File: src/rtl/adc_ram_wr_sched_pkg.sv
// Shared types and constants for the ADC-to-RAM write scheduler.
`timescale 1ns/1ps
`default_nettype none

package adc_ram_wr_sched_pkg;

  localparam int WORD_W         = 256;
  localparam int BYTES_PER_WORD = 32;

  typedef enum logic [2:0] {
    S_IDLE      = 3'd0,
    S_WAIT_DATA = 3'd1,
    S_CMD       = 3'd2,
    S_DATA      = 3'd3,
    S_DONE      = 3'd4
  } state_t;

endpackage

`default_nettype wire

File: src/rtl/adc_ram_wr_sched_wr_skid_buf.sv
// Two-entry output buffer between the FIFO read port and the memory write channel.
`timescale 1ns/1ps
`default_nettype none

module wr_skid_buf
  import adc_ram_wr_sched_pkg::*;
(
  input  logic              clk,
  input  logic              rst_n,
  input  logic              in_valid,
  output logic              in_ready,
  input  logic [WORD_W-1:0] in_data,
  output logic              out_valid,
  input  logic              out_ready,
  output logic [WORD_W-1:0] out_data,
  output logic [1:0]        count
);

  logic [WORD_W-1:0] head_word;
  logic [WORD_W-1:0] tail_word;
  logic [1:0]        cnt;
  logic              push;
  logic              pop;

  assign in_ready  = (cnt != 2'd2);
  assign out_valid = (cnt != 2'd0);
  assign push      = in_valid & in_ready;
  assign pop       = out_valid & out_ready;
  assign out_data  = head_word;
  assign count     = cnt;

  always_ff @(posedge clk) begin
    if (!rst_n) begin
      head_word <= '0;
      tail_word <= '0;
      cnt       <= 2'd0;
    end else begin
      case ({push, pop})
        2'b10: begin
          if (cnt == 2'd0) head_word <= in_data;
          else             tail_word <= in_data;
          cnt <= cnt + 2'd1;
        end
        2'b01: begin
          head_word <= tail_word;
          cnt       <= cnt - 2'd1;
        end
        // Simultaneous push/pop only happens with one entry held
        2'b11:   head_word <= in_data;
        default: ;
      endcase
    end
  end

endmodule

`default_nettype wire

File: src/rtl/adc_ram_wr_sched.sv
// Moves ADC frames from the FIFO into ping/pong memory buffers as bursts of 256-bit words.
`timescale 1ns/1ps
`default_nettype none

module adc_ram_wr_sched
  import adc_ram_wr_sched_pkg::*;
#(
  parameter int BURST_LEN   = 8,
  parameter int FRAME_WORDS = 4096,
  parameter int ADDR_W      = 29
) (
  input  logic              clk,
  input  logic              rst_n,
  input  logic              start,
  input  logic [ADDR_W-1:0] buf_base0,
  input  logic [ADDR_W-1:0] buf_base1,
  output logic              fifo_rd_en,
  input  logic [WORD_W-1:0] fifo_rd_data,
  input  logic              fifo_valid,
  input  logic [6:0]        fifo_rd_data_count,
  input  logic              fifo_full,
  output logic              mem_cmd_valid,
  input  logic              mem_cmd_ready,
  output logic [ADDR_W-1:0] mem_cmd_addr,
  output logic [5:0]        mem_cmd_len,
  output logic              mem_wr_valid,
  input  logic              mem_wr_ready,
  output logic [WORD_W-1:0] mem_wr_data,
  output logic              mem_wr_last,
  output logic              busy,
  output logic              frame_done,
  output logic              frame_buf,
  output logic              err_overflow
);

  localparam int REM_RAW = $clog2(FRAME_WORDS + 1);
  localparam int REM_W   = (REM_RAW < 8) ? 8 : REM_RAW;

  state_t            state;
  state_t            state_nxt;
  logic [REM_W-1:0]  remaining;
  logic [ADDR_W-1:0] addr;
  logic [5:0]        len;
  logic [6:0]        blen;
  logic [6:0]        blen_calc;
  logic [6:0]        rd_issued;
  logic [6:0]        retired;
  logic              inflight;
  logic              buf_idx;
  logic              sb_in_ready;
  logic [1:0]        sb_count;
  logic              capture;
  logic              retire;
  logic              last_retire;
  logic [2:0]        occupancy;

  assign blen      = {1'b0, len} + 7'd1;
  assign blen_calc = (remaining >= REM_W'(BURST_LEN)) ? 7'(BURST_LEN) : remaining[6:0];

  assign capture     = fifo_valid && (state == S_DATA);
  assign retire      = mem_wr_valid && mem_wr_ready;
  assign mem_wr_last = mem_wr_valid && (retired == {1'b0, len});
  assign last_retire = retire && (retired == {1'b0, len});

  // Count a word leaving this cycle as free so reads can stream at one per cycle
  assign occupancy = {1'b0, sb_count} + {2'b00, inflight} - {2'b00, retire};

  assign mem_cmd_addr = addr;
  assign mem_cmd_len  = len;

  always_comb begin
    state_nxt     = state;
    mem_cmd_valid = 1'b0;
    frame_done    = 1'b0;
    busy          = (state != S_IDLE);
    fifo_rd_en    = 1'b0;
    case (state)
      S_IDLE:      if (start) state_nxt = S_WAIT_DATA;
      S_WAIT_DATA: if (fifo_rd_data_count >= blen_calc) state_nxt = S_CMD;
      S_CMD: begin
        mem_cmd_valid = 1'b1;
        if (mem_cmd_ready) state_nxt = S_DATA;
      end
      S_DATA: begin
        fifo_rd_en = (occupancy < 3'd2) && (rd_issued < blen) && sb_in_ready;
        if (last_retire)
          state_nxt = (remaining == REM_W'(blen)) ? S_DONE : S_WAIT_DATA;
      end
      S_DONE: begin
        frame_done = 1'b1;
        state_nxt  = S_IDLE;
      end
      default: state_nxt = S_IDLE;
    endcase
  end

  always_ff @(posedge clk) begin
    if (!rst_n) begin
      state        <= S_IDLE;
      remaining    <= '0;
      addr         <= '0;
      len          <= '0;
      rd_issued    <= '0;
      retired      <= '0;
      inflight     <= 1'b0;
      buf_idx      <= 1'b0;
      frame_buf    <= 1'b0;
      err_overflow <= 1'b0;
    end else begin
      state    <= state_nxt;
      inflight <= fifo_rd_en;
      if (fifo_rd_en) rd_issued <= rd_issued + 7'd1;
      if (retire)     retired   <= retired + 7'd1;
      if (busy && fifo_full) err_overflow <= 1'b1;
      case (state)
        S_IDLE: if (start) begin
          remaining    <= REM_W'(FRAME_WORDS);
          addr         <= buf_idx ? buf_base1 : buf_base0;
          err_overflow <= 1'b0;
        end
        S_WAIT_DATA: begin
          len       <= 6'(blen_calc - 7'd1);
          rd_issued <= '0;
          retired   <= '0;
        end
        S_DATA: if (last_retire) begin
          addr      <= addr + ADDR_W'(blen) * ADDR_W'(BYTES_PER_WORD);
          remaining <= remaining - REM_W'(blen);
        end
        S_DONE: begin
          frame_buf <= buf_idx;
          buf_idx   <= ~buf_idx;
        end
        default: ;
      endcase
    end
  end

  wr_skid_buf u_skid (
    .clk       (clk),
    .rst_n     (rst_n),
    .in_valid  (capture),
    .in_ready  (sb_in_ready),
    .in_data   (fifo_rd_data),
    .out_valid (mem_wr_valid),
    .out_ready (mem_wr_ready),
    .out_data  (mem_wr_data),
    .count     (sb_count)
  );

endmodule

`default_nettype wire

File: config.mk
export PLATFORM = sky130hd
export DESIGN_NAME = adc_ram_wr_sched
export DESIGN_NICKNAME = d
export VERILOG_FILES = /design/src/rtl/adc_ram_wr_sched_pkg.sv /design/src/rtl/adc_ram_wr_sched_wr_skid_buf.sv /design/src/rtl/adc_ram_wr_sched.sv
export SDC_FILE = /design/constraint.sdc
export NUM_CORES = 1
export LEC_CHECK = 0
export ABC_AREA = 1
export BUFFER_PORTS_ARGS = -buffer_cell sky130_fd_sc_hd__buf_2
export CAP_MARGIN = 10
export CORE_ASPECT_RATIO = 0.6
export CORE_MARGIN = 2
export CORE_UTILIZATION = 25
export DETAILED_ROUTE_END_ITERATION = 8
export REMOVE_ABC_BUFFERS = 1
export SLEW_MARGIN = 20
export SYNTH_ARGS = -nofsm -noshare
export SYNTH_HDL_FRONTEND = slang
export SYNTH_SLANG_ARGS = --single-unit
File: constraint.sdc
create_clock -name clk -period 3.45 [get_ports clk]
set_input_delay 0.1725 -clock clk [delete_from_list [all_inputs] [get_ports clk]]
set_output_delay 0.1725 -clock clk [all_outputs]
set_load 0.02 [all_outputs]
==> results <==
- The setup violation total in the final timing report is 0.
- The worst pin sits at a relative slew slack of 0.314.
- Once detail routing completed, the nets flagged for antenna violations numbered 0.
- The worst hold path belongs to the class in2reg.
- The per-cell via count in the routed design is between 4 and 5.
- The deepest clock path buffer count is 3.
- The register area share after synthesis is 0.477.
- The Yosys step of the flow raised 0 warnings.
- The die covers 100,000 sq um.
- The top-area cell type share of the netlist area is 0.477.
- By area the synthesized netlist is led by dfxtp_1 48%, nand2_1 11%, nor2_1 9.7%, o21ai_0 7.0%, a31oi_1 6.5%.
- By count the netlist is led by 700 x nand2_1, 630 x nor2_1, 583 x dfxtp_1, 343 x o21ai_0, 256 x a31oi_1.
- The number of global-route vias before repair came to 23,600.
- The final count of pins violating max slew is 0.
- The final clock skew is between 0.015 and 0.02 ns.
- After routing, the total negative slack on setup checks comes to 0 ns.
- The overall power is 0.0208 W.
- The flow ran to the end, and the final reports show no timing, DRC or antenna violations.
- The final layout contains routed wiring with a total length of between 80,000 and 90,000 um.
- Entering global routing, the biggest net connects 214 pins.
- The clock transition at the register clock pins on the worst setup and hold paths after CTS is 0.06 ns.
- Of the cells placed in the final design, the portion with a size suffix greater than 1 is 0.188.
- The fill cell total of the finished layout is 10,200.
- Averaged over all synthesized cells, the footprint is 7.33 sq um.
- The data arrival at the endpoint of the critical path is 2.98 ns.
- Static timing analysis puts the maximum clock frequency at 0.317 GHz.
- Compared with the post-synthesis result, the final layout area differs by 37.8%.
- The global route total overflow is 0.
- The slowest stage cell on the critical path is fa_1.
- STA classifies the critical path startpoint as a flop.
- The largest fanout on the critical path is 7.
- The clock period could shrink to about 3.2 ns.
- CTS placed an instance of clkbuf_16 at the clock tree root.
- The total routing usage reported by global routing is 0.162.
- The number of flops mapped to enable cells by yosys is 0.
- The post-synthesis cell count is 3,334.
- The critical path in this run is classified as reg2out.
- After the flow finishes, the layout carries non-filler instances totaling 5,478.
- For this run, design rule violations remaining after detail routing come to 0.
- The routed wirelength normalized by instance count is 15.7 um.
- The register area is 11,700 sq um.
- The most used flip-flop cell after synthesis is dfxtp_1.
- During placement, the flow inserted port buffers numbering 626.
- The final weighted congestion of routability-driven global placement is 0.928.
- In the final design database the tool counted 4,489 nets.
- The initialized floorplan defines 88 standard-cell rows.
- The violation count after the first detailed-routing iteration is 2,005.
- The effective utilization at floorplan is 0.253.
- The kind of cell with the highest combined delay along the critical path is simple AND/OR/NAND/NOR gates.
- The peak ir drop on the vdd network is 0.321 mV.
- TritonCTS built the clock tree.
- The maximum single-stage delay on the critical path is 0.37 ns.
- The TritonCTS sink count is 583.
- The clock reaches the later pin of the worst-skew pair after 0.63 ns.
- Max-cap violations in this run came to 0.
- By instance count, the leading cell after synthesis is nand2_1.
- The standard cell core area is 96,600 sq um.
- For the pin with the worst max-slew slack, the measured transition is 1.03 ns.
- The die is 246 um tall.
- The final count of hold timing violations is 0.
- The buffer and inverter count on the worst path is 5.
- The flip-flop and latch count after synthesis is 583.
- Detailed routing inserted a total of 25,600 vias.
- The total instance count after detailed placement is 5,051.
- The cell area after synthesis is 24,500 sq um.
- The first TritonRoute pass finished after 6 iterations.
- Clock tree synthesis inserted a total of 59 buffers.
- The global-route wire length before repair is 133,000 um.
- The initial antenna violation count is 6.
- STA classifies the critical path endpoint as an output port.
- The largest total area in the synthesized netlist belongs to dfxtp_1.
- The number of different library cells used by synthesis comes to 48.
- The most frequent cell on the critical path is inv_2.
- The hold slack is 0.0537 ns.
- For this design the static power due to leakage is 14.5 nW.
- The period utilization is 0.914.
- The multi-input combinational cells in the finished layout cover a total of approximately 11,000 sq um.
- The critical path goes through nor2_4, inv_2, nand2_4, inv_2, ha_1, inv_1, nand2_1, fa_1, xor2_1, nor4_2, nand2_2, inv_4, clkbuf_4.
- The total number of H-tree levels is 2.
- Detailed placement ended at an HPWL of ~54,000 um.
- During I/O placement, the number of pins put on the boundary was ~630.
- The data required time at the worst endpoint is 3.28 ns.
- The power density over the cells is around 620 nW/um^2.
- The fraction of synthesis flops using an asynchronous set or reset pin is 0.
- The overall die width is 408 um.
==> flip-flops by register name, summed over array words and instances, names as in the netlist <==
register / flops
u_skid.out_data: 256
u_skid.tail_word: 256
mem_cmd_addr: 29
remaining: 13
rd_issued: 7
retired: 7
mem_cmd_len: 6
state: 3
u_skid.count: 2
buf_idx: 1
err_overflow: 1
frame_buf: 1
inflight: 1
==> area by class of cell <==
cell class                      count  area share
Sequential cell                   583       0.347
Clock inverter                     22     0.00721
Timing Repair Buffer              980       0.202
Inverter                           94      0.0115
Clock buffer                       83      0.0489
Antenna cell                        4    0.000297
Multi-Input combinational cell   2407       0.335
Tap cell                         1305      0.0485
==> logic make-up after synthesis <==
kind of cell	after synthesis	synth area share
adders and majority gates	36	0.0193
muxes	1	0.000409
and+or+nand+nor	1422	0.226
AOI/OAI and AO/OA	922	0.206
other	1	0.000153
xor gates and xnor gates	23	0.00824
DFF	583	0.477
buffers and inverters	346	0.0632
==> timing repair <==
action | CTS | global route
resized for setup | 3 | 6
pin swaps | 0 | 2
endpoints found under the hold margin | 539 | 0
hold buffers | 317 | 0
buffers inserted | 0 | 1
setup endpoints to repair | 1 | 2
==> worst paths after layout <==
kind              startpoint                to  slack (ns)  cells past startpoint
max          u_skid.count[1]        fifo_rd_en        0.30                     13
min             buf_base1[6]   mem_cmd_addr[6]        0.05                      6
max reg2reg   mem_cmd_len[1]  mem_cmd_addr[19]        0.31                     14
min reg2reg  mem_cmd_addr[2]   mem_cmd_addr[2]        0.46                      2
==> worst register-to-register path, stage by stage, from the launching register on <==
cell	delay, ns
dfxtp_1	0.44
ha_1	0.23
nand3_1	0.13
xor2_1	0.30
inv_1	0.09
ha_1	0.39
nand2_1	0.07
o21bai_1	0.26
nand2_1	0.12
nand2_1	0.13
nand3_1	0.08
o31ai_1	0.08
dlygate4sd3_1	0.58
nand2_1	0.05
a21oi_1	0.13
==> through the flow <==
step	cell area [sq um]	worst slack, ns	util
after floorplan	23300	-9.00	-
after global placement	28600	0.485	0.296
after detailed placement	28600	0.492	0.296
after CTS	33600	0.0158	0.348
after global routing	33700	-0.0176	0.349
final	33700	0.296	0.349
==> layer usage <==
metal,GRT usage,wire length (um)
met1,0.227,40100
met2,0.240,36900
met3,0.0409,6410
met4,0.0520,2650
met5,0,13
==> layout by cell type, fill, tap and decap left out, drive strengths merged, types with 2 or more instances in the layout <==
cell type    instances
nand2              702
buf                662
nor2               636
dfxtp              583
o21ai              571
dlygate4sd3        317
a31oi              256
inv                 95
clkbuf              84
a21oi               64
nand3               39
ha                  33
nor3                18
nand4               15
xor2                14
clkinv              13
xnor2                9
o31ai                8
a211oi               5
diode                4
o21bai               4
o211a                4
bufinv               4
clkinvlp             4
nor4                 4
nand3b               3
fa                   3
conb                 3
or2                  3
a21o                 2
o21a                 2
nor3b                2
==> report_power, final <==
| group | internal (W) | switching (W) |
|---|---|---|
| Combinational | 0.00215 | 0.00400 |
| Clock | 0.00362 | 0.00283 |
| Sequential | 0.00758 | 0.000573 |
| Total | 0.0134 | 0.00740 |
(Power assumes the default switching activity.)
